--- src/rtl/udp_pkt_gen.sv ---
// UDP test-packet generator: emits a header then a numbered payload on trigger
// or on a programmable period, with a single collapsing request flag.
module udp_pkt_gen #(
  parameter int MAX_LEN = 1472
) (
  input  logic        clk,
  input  logic        rst_n,
  input  logic        cfg_enable,
  input  logic [31:0] cfg_period,
  input  logic        trigger,
  input  logic [31:0] cfg_dest_ip,
  input  logic [15:0] cfg_src_port,
  input  logic [15:0] cfg_dest_port,
  input  logic [15:0] cfg_len,
  output logic        m_udp_hdr_valid,
  input  logic        m_udp_hdr_ready,
  output logic [31:0] m_udp_ip_dest_ip,
  output logic [15:0] m_udp_source_port,
  output logic [15:0] m_udp_dest_port,
  output logic [15:0] m_udp_length,
  output logic [7:0]  m_udp_payload_axis_tdata,
  output logic        m_udp_payload_axis_tvalid,
  input  logic        m_udp_payload_axis_tready,
  output logic        m_udp_payload_axis_tlast,
  output logic        busy,
  output logic [31:0] seq_num,
  output logic [31:0] pkt_count
);

  localparam logic [1:0]  IDLE      = 2'd0;
  localparam logic [1:0]  HDR       = 2'd1;
  localparam logic [1:0]  PAYLOAD   = 2'd2;
  localparam logic [15:0] MIN_LEN   = 16'd4;
  localparam logic [15:0] MAX_LEN_W = 16'(MAX_LEN);

  logic [1:0]  r_state;
  logic        r_pending;
  logic        r_armed;
  logic [31:0] r_timer;
  logic [15:0] r_idx;
  logic [15:0] r_last_idx;
  logic [15:0] r_udp_length;
  logic [31:0] r_dest_ip;
  logic [15:0] r_src_port;
  logic [15:0] r_dest_port;
  logic [31:0] r_seq_num;
  logic [31:0] r_pkt_count;

  logic        w_timer_run;
  logic        w_timer_hit;
  logic        w_start;
  logic        w_last;
  logic [15:0] w_len;
  logic [7:0]  w_data;

  assign w_timer_run = cfg_enable && (cfg_period != 32'd0);
  // r_armed masks the first post-reset cycle, where a period of 1 would otherwise fire.
  assign w_timer_hit = w_timer_run && r_armed && (r_timer >= cfg_period - 32'd1);
  assign w_start     = (r_state == IDLE) && r_pending;
  assign w_last      = (r_state == PAYLOAD) && (r_idx == r_last_idx);

  assign w_len = (cfg_len < MIN_LEN)   ? MIN_LEN   :
                 (cfg_len > MAX_LEN_W) ? MAX_LEN_W : cfg_len;

  // NOTE: every always_comb output gets a default first so no path infers a latch.
  always_comb begin
    w_data = 8'h00;
    if (r_state == PAYLOAD) begin
      case (r_idx)
        16'd0:   w_data = r_seq_num[31:24];
        16'd1:   w_data = r_seq_num[23:16];
        16'd2:   w_data = r_seq_num[15:8];
        16'd3:   w_data = r_seq_num[7:0];
        default: w_data = r_idx[7:0];
      endcase
    end
  end

  // NOTE: state uses non-blocking assignments so all flops update from pre-edge values.
  always_ff @(posedge clk or negedge rst_n) begin
    if (!rst_n) begin
      r_armed <= 1'b0;
      r_timer <= 32'd0;
    end else begin
      r_armed <= 1'b1;
      if (!w_timer_run) begin
        r_timer <= 32'd0;
      end else if (r_timer >= cfg_period - 32'd1) begin
        r_timer <= 32'd0;
      end else begin
        r_timer <= r_timer + 32'd1;
      end
    end
  end

  // A new request in the same cycle as the clear keeps the flag set.
  always_ff @(posedge clk or negedge rst_n) begin
    if (!rst_n) begin
      r_pending <= 1'b0;
    end else if (trigger || w_timer_hit) begin
      r_pending <= 1'b1;
    end else if (w_start) begin
      r_pending <= 1'b0;
    end
  end

  always_ff @(posedge clk or negedge rst_n) begin
    if (!rst_n) begin
      r_state      <= IDLE;
      r_idx        <= 16'd0;
      r_last_idx   <= 16'd0;
      r_udp_length <= 16'd0;
      r_dest_ip    <= 32'd0;
      r_src_port   <= 16'd0;
      r_dest_port  <= 16'd0;
      r_seq_num    <= 32'd0;
      r_pkt_count  <= 32'd0;
    end else begin
      case (r_state)
        IDLE: begin
          if (r_pending) begin
            r_state      <= HDR;
            r_dest_ip    <= cfg_dest_ip;
            r_src_port   <= cfg_src_port;
            r_dest_port  <= cfg_dest_port;
            r_last_idx   <= w_len - 16'd1;
            r_udp_length <= w_len + 16'd8;
          end
        end
        HDR: begin
          if (m_udp_hdr_ready) begin
            r_state <= PAYLOAD;
            r_idx   <= 16'd0;
          end
        end
        PAYLOAD: begin
          if (m_udp_payload_axis_tready) begin
            if (w_last) begin
              r_state     <= IDLE;
              r_idx       <= 16'd0;
              r_seq_num   <= r_seq_num + 32'd1;
              r_pkt_count <= r_pkt_count + 32'd1;
            end else begin
              r_idx <= r_idx + 16'd1;
            end
          end
        end
        default: r_state <= IDLE;
      endcase
    end
  end

  assign m_udp_hdr_valid           = (r_state == HDR);
  assign m_udp_ip_dest_ip          = r_dest_ip;
  assign m_udp_source_port         = r_src_port;
  assign m_udp_dest_port           = r_dest_port;
  assign m_udp_length              = r_udp_length;
  assign m_udp_payload_axis_tdata  = w_data;
  assign m_udp_payload_axis_tvalid = (r_state == PAYLOAD);
  assign m_udp_payload_axis_tlast  = w_last;
  assign busy                      = (r_state != IDLE);
  assign seq_num                   = r_seq_num;
  assign pkt_count                 = r_pkt_count;

endmodule
--- config.mk ---
export PLATFORM = sky130hd
export DESIGN_NAME = udp_pkt_gen
export DESIGN_NICKNAME = d
export VERILOG_FILES = /design/src/rtl/udp_pkt_gen.sv
export SDC_FILE = /design/constraint.sdc
export NUM_CORES = 1
export LEC_CHECK = 0
export CAP_MARGIN = 20
export CORE_UTILIZATION = 45
export DETAILED_ROUTE_END_ITERATION = 12
export PLACE_DENSITY = 0.77
export SETUP_SLACK_MARGIN = 0.4
export SKIP_CTS_REPAIR_TIMING = 1
export SLEW_MARGIN = 5
export SYNTH_ARGS = -nofsm -noshare
export SYNTH_HDL_FRONTEND = slang
export SYNTH_SLANG_ARGS = --single-unit
export TNS_END_PERCENT = 20
--- constraint.sdc ---
create_clock -name clk -period 2.8 [get_ports clk]
set_clock_uncertainty 0.1 [all_clocks]
set_input_delay 0.7 -clock clk [delete_from_list [all_inputs] [get_ports clk]]
set_output_delay 0.7 -clock clk [all_outputs]
set_load 0.02 [all_outputs]
==> metrics.md <==
| Metric | Value |
|---|---|
| Startpoint types | primary input |
| Adder-cell share of the synthesized area | under 10% |
| Syn. warnings | 0 |
| Fin crit period | 3.73 ns |
| H-tree levels | 1 |
| CTS Buffer Depth | 3 |
| Simple-gate share of the synthesized area | 26.3% |
| Worst-path clk slew | ~0.06 ns |
| Pin count of the biggest net entering global routing | 62 |
| Vias | 10,185 |
| R2R cell count | 9 |
| DRC | 0 |
| Die area | roughly 25,000 sq um |
| Syn_nets | 1,368 |
| Hold Vio Cnt, Final | 0 |
| Ys flop type | dfrtp_1 |
| Initial Util | 45.8% |
| Yosys reg bits | 212 |
| Worst path slowest cell | or4_4 |
| Synth Area in XOR/XNOR | 12.5% |
| Setup_tns | -33.78 ns |
| Commonest cells after routing, fill and taps aside | nand2_1 (285), clkdlybuf4s50_1 (205), dfrtp_1 (204) |
| Post-synth EDFFs | 0 |
| Layout cells sized above 1 | 19.5% |
| Final Max Slew Viols | 0 |
| HPWL after detailed placement | about 22,000 microns |
| Met2 wire len | 16,100 microns |
| Critical path class | in -> reg |
| Row count | 57 |
| Syn_area_per_cell | a little over 9 sq um |
| Nets | 1,749 |
| Commonest non-fill, non-tap cell in the layout | nand2_1 |
| WP data arrival | 4.02 ns |
| Met1 wire length | around 13,000 microns |
| Max cap viols | 0 |
| Final instance area | around 17,000 sq um |
| Crit path max-delay family | simple AND/OR/NAND/NOR gates |
| P_leak | 8.66 nW |
| WL/cell | between 15 and 20 microns |
| Drt total wl | 32,100 microns |
| Chip height | 159 microns |
| Synth unique cells | 55 |
| Power Density | around 680 nW/um^2 |
| Crit path buf inv count | 3 |
| Max FO, Critical Path | 8 |
| Cell Area, Synth | 11,100 sq um |
| Inserted Clock Buffers | 24 |
| Crit-path max cell delay | 0.52 ns |
| Max_slew headroom | 56.8% |
| CTS Sinks | 212 |
| Skew-Pair Late Insertion Delay | 0.52 ns |
| # diodes | 0 |
| Crit share post-route | 133% |
| Die Width | 159 microns |
| Met3 wire length | ~1800 microns |
| Antenna violations before repair | 0 |
| Core footprint | 24,300 sq um |
| Main combinational cell family by area after synthesis | simple AND/OR/NAND/NOR gates |
| Final setup viols | 43 |
| CTS tree | yes |
| Status | finished, violations left |
| DR iter-0 viols | 735 |
| FF-to-FF End | pkt_count[4] |
| R2R Setup Slk | 0.36 ns |
| Fill cells | 1,803 |
| Worst Max-Slew Pin Slew | 0.649 ns |
| Number of nets with antenna violations after routing | 0 |
| Top layer in use | met4 |
| Input/output buffers | 273 |
| Element type at the critical path end | flop |
| RSZ-0062 raised after global routing | true |
| GRT Total Usage | 23.8% |
| Compound-Gate Fraction of Synth Area | 5.73% |
| Failing checks | negative setup slack |
| Mux share of post-synthesis cell area | 0.202% |
| Top-Level Pins | about 270 |
| Placed cell count | 1,876 |
| Final Wtd Congestion | roughly 0.93 |
| Number of global-route vias before repair | 9,876 |
| Global-route wire length before repair | 49,700 microns |
| Seq/Total Area, Yosys | 47.7% |
| Total grt overflow | 0 |
| Hold crit path type | in -> async |
| Final worst-path setup slack | -0.929 ns |
| Area delta synth->final | 51.2% |
| Synth Instances | 1,205 |
| Placed cell area | 15,100 sq um |
| Worst Setup Slack post-DPL | -1.76 ns |
| Peak supply drop | 0.472 mV |
| Required @ worst endpoint | ~3.1 ns |
| DR pass1 iterations | 7 |
| Post-DR vias/cell | 5.29 |
| Ordered cell list for the critical path | buf_6 -> or4_4 -> or3_4 -> nor4_4 -> buf_4 -> nand2_4 -> nor4_4 -> xnor2_1 -> ha_1 -> and4_4 -> nand2_4 -> a211oi_4 -> o31ai_4 -> nand3_4 -> clkbuf_16 -> nor2_4 |
| CTS root buffer | clkbuf_16 |
| Async SR Flop Fraction | 100% |
| RR Startpoint | r_idx[11] |
| Finished Layout Cells | about 1,900 |
| Highest Clock Rate | 268 MHz |
flip-flops by register name, summed over array words and instances, names as in the netlist, 16 cells and up:
name	flops
r_timer	32
m_udp_ip_dest_ip	32
r_last_idx	16
pkt_count	32
m_udp_dest_port	16
m_udp_source_port	16
seq_num	32
r_idx	16
m_udp_length	16
worst register-to-register path: stages (launching register included):
cell and delay [ns]:
dfrtp_1 0.39, buf_4 0.16, xnor2_1 0.19, nand4_1 0.20, nor4_4 0.36, buf_4 0.23, and2_1 0.16, buf_4 0.21
and3_1 0.21, xor2_1 0.16
through the flow:
stage                     util (%)  hold slack [ns]  total power, mW
after CTS                     65.7           0.0459             11.4
after floorplan                  -            0.304             5.92
after global placement        62.0            0.357             7.68
after detailed placement      62.0            0.361             7.76
final                         69.2           0.0350             11.4
after global routing          69.2           0.0659             12.0
worst max path at each step:
stage / startpoint / to / slack (ns) / cells past startpoint
6_report: cfg_period[2] / r_timer[2] / -0.93 / 16
5_1_grt: cfg_period[10] / r_timer[18] / -1.07 / 16
4_1_cts: cfg_period[5] / r_timer[22] / -1.22 / 15
3_5_place_dp: cfg_period[5] / r_timer[10] / -1.76 / 15
3_3_place_gp: cfg_period[5] / r_timer[10] / -1.62 / 16
2_1_floorplan: cfg_period[5] / r_timer[13] / -1.21 / 13
cell type report:
type                    instances  area (sq um)  share of cell area, %
multi-input cells             921          6170                   36.7
flip-flops and latches        212          5320                   31.6
well taps                     324           405                   2.41
inverters                      20          75.1                  0.446
clock inverters                18           290                   1.72
clock buffers                  25           614                   3.65
repair buffers                407          3960                   23.5
power by group:
group          switching (mW)  internal [mW]
registers               0.349           3.64
clock network            1.31           2.25
logic                    2.20           1.66
total                    3.85           7.55
logic make-up after synthesis:
| logic type | Yosys count |
|---|---|
| xor+xnor | 159 |
| buf+inv | 72 |
| mux | 2 |
| fa+ha+maj | 45 |
| compound gates | 97 |
| flops | 212 |
| simple gates | 617 |
| other cells | 1 |
cell usage after synthesis, types with 3 or more instances:
library cell,n,area (sq um)
and2_1,17,106
a22oi_1,3,22.5
buf_2,8,40.0
a211oi_1,3,22.5
a222oi_1,8,80.1
o21ai_0,20,100
a21oi_1,27,135
xnor2_1,79,692
and4_1,11,96.3
or4_1,4,30.0
nand3_1,47,235
dfrtp_1,212,5310
nor2_1,95,357
a311oi_1,3,26.3
inv_1,20,75.1
nor4_1,22,138
ha_1,45,563
nor4_4,4,85.1
nand2b_1,4,25.0
nand4_1,45,282
a21o_1,3,22.5
xor2_1,80,701
nor2b_1,3,18.8
nand2_1,296,1110
o21a_1,3,22.5
o31ai_1,6,45.0
clkbuf_1,42,158
and3_1,18,113
o211ai_1,3,22.5
nor3_1,33,165
a31oi_1,8,50.1
metal layers:
layer | up-vias | track usage (%)
li1 | 4871 | -
met1 | 4896 | 31.5
met2 | 360 | 40.2
met3 | 58 | 3.70
met4 | 0 | 7.34
met5 | - | 0
No activity file was read; power rests on OpenSTA's default activity.
